$ cat config.mk
export PLATFORM = sky130hd
export DESIGN_NAME = fp_operand_unpack
export DESIGN_NICKNAME = d
export VERILOG_FILES = /design/src/rtl/fp_operand_unpack.sv
export SDC_FILE = /design/constraint.sdc
export NUM_CORES = 1
export LEC_CHECK = 0
export ABC_AREA = 1
export ABC_CLOCK_PERIOD_IN_PS = 4100
export CORE_ASPECT_RATIO = 1.4
export CORE_MARGIN = 2
export CORE_UTILIZATION = 35
export CTS_CLUSTER_SIZE = 30
export DETAILED_ROUTE_END_ITERATION = 12
export GPL_ROUTABILITY_DRIVEN = 0
export RECOVER_POWER = 25
export SETUP_SLACK_MARGIN = 0.1
export SLEW_MARGIN = 20
export SYNTH_ARGS = -nofsm -noshare
export SYNTH_HDL_FRONTEND = slang
export SYNTH_SLANG_ARGS = --single-unit
$ cat constraint.sdc
create_clock -name clk -period 4.1 [get_ports clk]
set_clock_uncertainty 0.05 [all_clocks]
set_input_delay 0.615 -clock clk [delete_from_list [all_inputs] [get_ports clk]]
set_output_delay 0.615 -clock clk [all_outputs]
set_load 0.05 [all_outputs]
$ cat src/rtl/fp_operand_unpack.sv
// rtl/fp_operand_unpack.sv - unpack, classify and magnitude-order an IEEE754 single operand pair
// Optional NaN classification: define FP_UNPACK_NAN_EN.
module fp_operand_unpack (
  input  logic        clk,
  input  logic        rst_n,
  input  logic        in_valid,
  output logic        in_ready,
  input  logic [31:0] a,
  input  logic [31:0] b,
  output logic        out_valid,
  input  logic        out_ready,
  output logic        s_big,
  output logic        s_sml,
  output logic [7:0]  e_big,
  output logic [7:0]  e_sml,
  output logic [31:0] f_big,
  output logic [31:0] f_sml,
  output logic [7:0]  ediff,
  output logic        swapped,
  output logic        zero_big,
  output logic        zero_sml,
  output logic        inf_big,
  output logic        inf_sml,
  output logic        nan_big,
  output logic        nan_sml,
  input  logic        clr_sticky,
  output logic        sticky_exc
);

  typedef struct packed {
    logic        s;
    logic [7:0]  e;
    logic [31:0] f;
    logic        zero;
    logic        inf;
    logic        nan;
  } opnd_t;

  // Denormals flush to an unsigned zero with e=0 so ediff stays exact.
  function automatic opnd_t unpack(input logic [31:0] x);
    opnd_t       o;
    logic [7:0]  ex;
    logic [22:0] m;
    ex = x[30:23];
    m  = x[22:0];
    o  = '0;
    if (ex == 8'd0) begin
      o.zero = 1'b1;
    end else if (ex == 8'hff) begin
      o.s = x[31];
      o.e = ex;
`ifdef FP_UNPACK_NAN_EN
      if (m != 23'd0) begin
        o.nan = 1'b1;
        o.f   = {9'h000, m};
      end else begin
        o.inf = 1'b1;
      end
`else
      o.inf = 1'b1;
`endif
    end else begin
      o.s = x[31];
      o.e = ex;
      o.f = {8'h00, 1'b1, m};
    end
    return o;
  endfunction

  logic        en;
  logic        v1;
  logic [31:0] a1;
  logic [31:0] b1;
  opnd_t       ua;
  opnd_t       ub;
  opnd_t       big;
  opnd_t       sml;
  logic        a_lt_b;

  assign en       = !out_valid || out_ready;
  assign in_ready = en;

  assign ua     = unpack(a1);
  assign ub     = unpack(b1);
  // Ordering uses the raw magnitude fields; sign never participates.
  assign a_lt_b = a1[30:0] < b1[30:0];
  assign big    = a_lt_b ? ub : ua;
  assign sml    = a_lt_b ? ua : ub;

  always_ff @(posedge clk or negedge rst_n) begin
    if (!rst_n) begin
      v1 <= 1'b0;
      a1 <= '0;
      b1 <= '0;
    end else if (en) begin
      v1 <= in_valid;
      a1 <= a;
      b1 <= b;
    end
  end

  always_ff @(posedge clk or negedge rst_n) begin
    if (!rst_n) begin
      out_valid <= 1'b0;
      s_big     <= 1'b0;
      s_sml     <= 1'b0;
      e_big     <= '0;
      e_sml     <= '0;
      f_big     <= '0;
      f_sml     <= '0;
      ediff     <= '0;
      swapped   <= 1'b0;
      zero_big  <= 1'b0;
      zero_sml  <= 1'b0;
      inf_big   <= 1'b0;
      inf_sml   <= 1'b0;
    end else if (en) begin
      out_valid <= v1;
      s_big     <= big.s;
      s_sml     <= sml.s;
      e_big     <= big.e;
      e_sml     <= sml.e;
      f_big     <= big.f;
      f_sml     <= sml.f;
      ediff     <= big.e - sml.e;
      swapped   <= a_lt_b;
      zero_big  <= big.zero;
      zero_sml  <= sml.zero;
      inf_big   <= big.inf;
      inf_sml   <= sml.inf;
    end
  end

`ifdef FP_UNPACK_NAN_EN
  always_ff @(posedge clk or negedge rst_n) begin
    if (!rst_n) begin
      nan_big <= 1'b0;
      nan_sml <= 1'b0;
    end else if (en) begin
      nan_big <= big.nan;
      nan_sml <= sml.nan;
    end
  end
`else
  assign nan_big = 1'b0;
  assign nan_sml = 1'b0;
`endif

  // A set in the same cycle as a clear takes priority.
  always_ff @(posedge clk or negedge rst_n) begin
    if (!rst_n) begin
      sticky_exc <= 1'b0;
    end else if (out_valid && out_ready &&
                 (inf_big || inf_sml || nan_big || nan_sml)) begin
      sticky_exc <= 1'b1;
    end else if (clr_sticky) begin
      sticky_exc <= 1'b0;
    end
  end

endmodule

### Word level (Yosys, flattened, before mapping)

Index checks and enable logic that the tools add are counted.
Widths: inputs -> output; s select.

| word-level totals | value |
|---|---|
| bits in registers | 162 |
| latch bits | 0 |
| bits in writable memories | 0 |
| memory bits (read-only) | 0 |
| input port bits | 69 |
| output and inout bits | 100 |
| memories kept | 0 |

| cells by class | value |
|---|---|
| add/sub/neg operators | 1 |
| multipliers | 0 |
| div/mod/pow operators | 0 |
| $lt $le $gt $ge | 1 |
| equality and inequality tests | 2 |
| shift-type cells | 0 |
| muxes and demuxes | 14 |
| bitwise logic cells | 0 |
| reductions and logical operators | 8 |

Operators with widths:

| operator | number |
|---|---|
| $mux 44 | 2 |
| $mux 41 | 2 |
| $mux 24 | 2 |
| $lt 31x31->1 | 1 |
| $eq 8x8->1 const B | 2 |
| $logic_not 8->1 | 2 |
| $mux 1 | 8 |
| $sub 8x8->8 | 1 |
| $logic_and 1x1->1 | 2 |
| $logic_or 1x1->1 | 2 |
| $reduce_bool 2->1 | 1 |
| $logic_not 1->1 | 1 |

### Depth between registers and ports, before layout

| depth | value |
|---|---|
| depth in word-level cells | 5 |
| mapped depth | 26 |

### Worst setup path before layout

No wires, ideal clock.

| timing path | value |
|---|---|
| path type | register to register |
| start | reg b1[30] |
| end | reg ediff[6] |
| arrival time | 2.910 ns |
| data required time | 3.932 ns |
| path slack | 1.023 ns |
| cell stages (with the launch flop) | 25 |
| buffers on the path | 2 |
| clock period less this slack | 3.077 ns |
| path through | dfrtp_1 -> inv_1 -> ha_1 -> nand2_2 -> nor2_4 -> nand2_2 -> nor2_1 -> nand2_1 -> nand2_2 -> nor2_4 -> nand2_4 -> buf_8 -> buf_2 -> nand2_1 -> o21ai_0 -> ha_1 -> fa_1 -> inv_1 -> a21oi_1 -> o21ai_2 -> nand2_1 -> nand2_1 -> nand2_1 -> nand3_1 -> nand2_1 |

| on the way | value |
|---|---|
| longest elaborated chain between the ends | 4 |
| elaborated cells on any way between the ends | 6 |
| those cells by class | add/sub (1); order compare (1); mux (3); reduce/logical (1) |

RTL lines:

| element | RTL line | source |
|---|---|---|
| start: declaration | 73 | `logic [31:0] b1;` |
| start signal: assignment | 94 | `b1 <= '0;` |
| start signal: assignment | 98 | `b1 <= b;` |
| branches (longest 3 deep; another with $lt 31x31->1) | -- |  |
| $sub 8x8->8 * | 125 | `ediff <= big.e - sml.e;` |
| end signal: assignment | 125 |  |
| end: declaration | 18 | `output logic [7:0] ediff,` |

Mark *: on every way between the ends.
A chain may end at the register's enable or synchronous reset.

### Worst setup path after layout

| timing path | value |
|---|---|
| start | reg b1[26] |
| end | reg ediff[6] |

Same word-level chain as after synthesis.

==> flow_summary.toml <==
[outcome]
status = "finished, violations left"
violations = "capacitance limit, slew limit"

[worst_setup_path]
cp_max_fo = 39
cp_data_required_time_ns = 4.36
crit_path_max_incr_delay_ns = 0.41
worst_setup_path_start_kind = "flip-flop"
worstSetupPathType = "reg2reg"
cp_slowest_cell = "dfrtp_1"
path_cells = "inv_1 -> ha_1 -> nand2_1 -> nor2_1 -> nand2_2 -> nor2_1 -> nand2_1 -> nand2_2 -> nor2_4 -> nand2_4 -> o21ai_0 -> ha_1 -> fa_1 -> inv_1 -> a21oi_1 -> o21ai_2 -> nand2_1 -> nand2_1 -> nand2_1 -> nand3_1 -> nand2_1"
end_kind = "flip-flop"
worstPathArrival_ns = 3.68
crit_top_cell = "nand2_1"

[placement]
dp_slack_ns = 0.658
dpl_cell_area_sq_um = 8870
dpl.hpwl_mm = 13.0
place.port_buffers = 150
dp_cells = 1218

[power]
powerDensity_nw_per_um2 = 712
p_leak_nw = 4.49
ir_worst_vdd_uv = 273
finalPower_mw = 6.76

[cells_and_area]
fin_area_sq_um = 9500
final_cells = 1250
regArea_sq_um = 3650
fill_cells = 1992
diodes = 0
synthToLayoutAreaGrowth_pct = 31.2
multi_input_area_sq_um = 3020
drive_above_1_share_pct = 6.84
fin_nets = 1086

[logic_synthesis]
netlist_top_cells_count = "nand2_1, dfrtp_1, o21ai_0, inv_1, a21oi_1"
synth.most_common_cell = "nand2_1"
synth-edff-count = 0
ys_seq_elements = 146
avgSynthCellArea_sq_um = 8.54
ys_seq_area_share_pct = 50.4
synthArstFlopShare_pct = 100
ys_types = 38
synth-warning-count = 0
synthCells = 848
synthesis.area_sq_um = 7250
yosysTopAreaCell = "dfrtp_1"
synth-main-ff-cell = "dfrtp_1"
synthTopCellsByArea = "dfrtp_1, nand2_1, o21ai_0"
synth_top_area_share_pct = 50.4

[clocking]
clock-sinks = 146
clockBufferDepth = 2
post-cts-setup-buffers = 0
clk_pin_slew_ns = 0.06
cts_tree = "done"
cts_max_level = 4
hold_buffers = 0
cts_buffers = 17
clk_latency_ns = 0.42
root_buffer = "clkbuf_16"
post_cts_resized = 0

[sta]
min_period_ns = 3.41
hold_viol_final = 0
maxSlewHeadroom_pct = -34.4
setup_tns_ns = 0
grt_setup_unrepaired = "no"
period_share_pct = 83.3
final-setup-viol-count = 0
worst_slack_ns = 0.685
tightest_slew_ns = 2.02
maxSlewViolCount = 78
fmax_mhz = 293

[grt]
antenna_found_initial = 0
grt_max_degree = 105
grtUsageTotal_pct = 18.2
grt_pass1_wl_mm = 31.7
grt.overflow.total = 0
grt_pass1_vias = 6360

[detailed_routing]
first_pass_iters = 4
first_iter_violations = 329
avgRoutedWirePerCell_microns = 15.4
via_count = 6026
routed_via_density = 4.82
wirelength_mm = 19.2
drc = 0
postRouteAntennaNets = 0

[worst_hold_path]
hold_path.class = "reg2reg"

[floorplanning]
die_x_microns = 126
core_area_sq_um = 20400
initial_utilization_pct = 35.5
rows = 62
die_area_sq_um = 21900
ioPinCount = 169
die_h_microns = 174

[run]
cap_violations = 1
==> logic make-up (layout without fill, tap and decap cells) <==
kind of cell,after synthesis,in the layout,share of synthesized area (%)
other cells,1,18,0.0518
fa+ha+maj,36,36,6.32
xor+xnor,7,7,0.846
buf+inv,147,276,8.89
flops,146,146,50.4
simple gates,317,317,18.5
compound gates,194,194,14.9
==> layout by cell type (no fill, tap or decap), types with 2 or more instances in the layout <==
cell             instances
buf_4                    5
a31oi_1                  2
nor2_4                   5
nand4_1                  5
bufinv_16                4
o221ai_1                23
nand2_1                233
o21ai_1                 11
clkinv_2                 2
xor2_1                   5
o21ai_0                 90
inv_2                    3
a22o_1                   2
dfrtp_1                146
clkbuf_8                 2
a21oi_1                 62
xnor2_1                  2
conb_1                  18
nand3_1                 15
inv_1                   84
clkbuf_2                 2
clkinvlp_4               2
nor4_1                   6
nand2_2                 12
clkbuf_16               17
clkdlybuf4s50_1        147
clkinv_4                 3
nor2_1                  33
ha_1                    35
==> report_power, final <==
part	internal, mW	total, mW	switching [mW]	leakage [nW]
combinational	0.959	3.01	2.05	2.43
clock	1.05	1.68	0.625	0.307
sequential	1.82	2.07	0.248	1.76
==> worst paths after layout <==
| kind | startpoint | end | slack [ns] | cells past startpoint |
|---|---|---|---|---|
| min reg2reg | v1 | out_valid | 0.40 | 2 |
| max in group asynchronous | rst_n | s_big | 1.51 | 2 |
| max reg2reg | b1[26] | ediff[6] | 0.69 | 21 |
| max | b1[26] | ediff[6] | 0.69 | 21 |
| min in group asynchronous | rst_n | b1[8] | 0.70 | 1 |
| min | v1 | out_valid | 0.40 | 2 |
==> cell type report <==
class                   instances  area share, %
clock buffers                  20           4.81
clock inverters                12           1.90
inverters                      88           3.50
multi-input cells             572           31.8
flip-flops and latches        146           38.4
well taps                     256           3.37
repair buffers                156           16.2
==> metrics by stage <==
| stage | utilization, % | hold WS (ns) |
|---|---|---|
| after floorplan | - | 0.269 |
| after global routing | 46.6 | 0.435 |
| final | 46.6 | 0.403 |
| after global placement | 43.5 | 0.382 |
| after CTS | 46.6 | 0.197 |
| after detailed placement | 43.5 | 0.388 |
==> registers in the layout (all words and copies together), names as in the netlist <==
register	count
f_big	24
inf_big	1
zero_sml	1
swapped	1
s_sml	1
v1	1
zero_big	1
b1	32
inf_sml	1
out_valid	1
a1	32
sticky_exc	1
f_sml	24
s_big	1
e_sml	8
e_big	8
ediff	8
==> critical path: cells and delay by family, from the launching register on <==
kind | cells | cell delay [ns]
buffers and inverters | 2 | 0.17
AO/OA/AOI/OAI | 3 | 0.45
adder cells (fa/ha/maj) | 3 | 0.96
flip-flops | 1 | 0.41
AND/OR/NAND/NOR | 13 | 1.28
==> routing by layer <==
metal / vias to the layer above / track usage (%) / share of wire [%]
met5: - / 0 / 0
met4: 0 / 6.48 / 1.9
met3: 25 / 3.39 / 3.5
met2: 122 / 31.7 / 51
met1: 2883 / 22.3 / 44
li1: 2996 / - / -
Note: power is estimated with default switching activity, not from simulation.
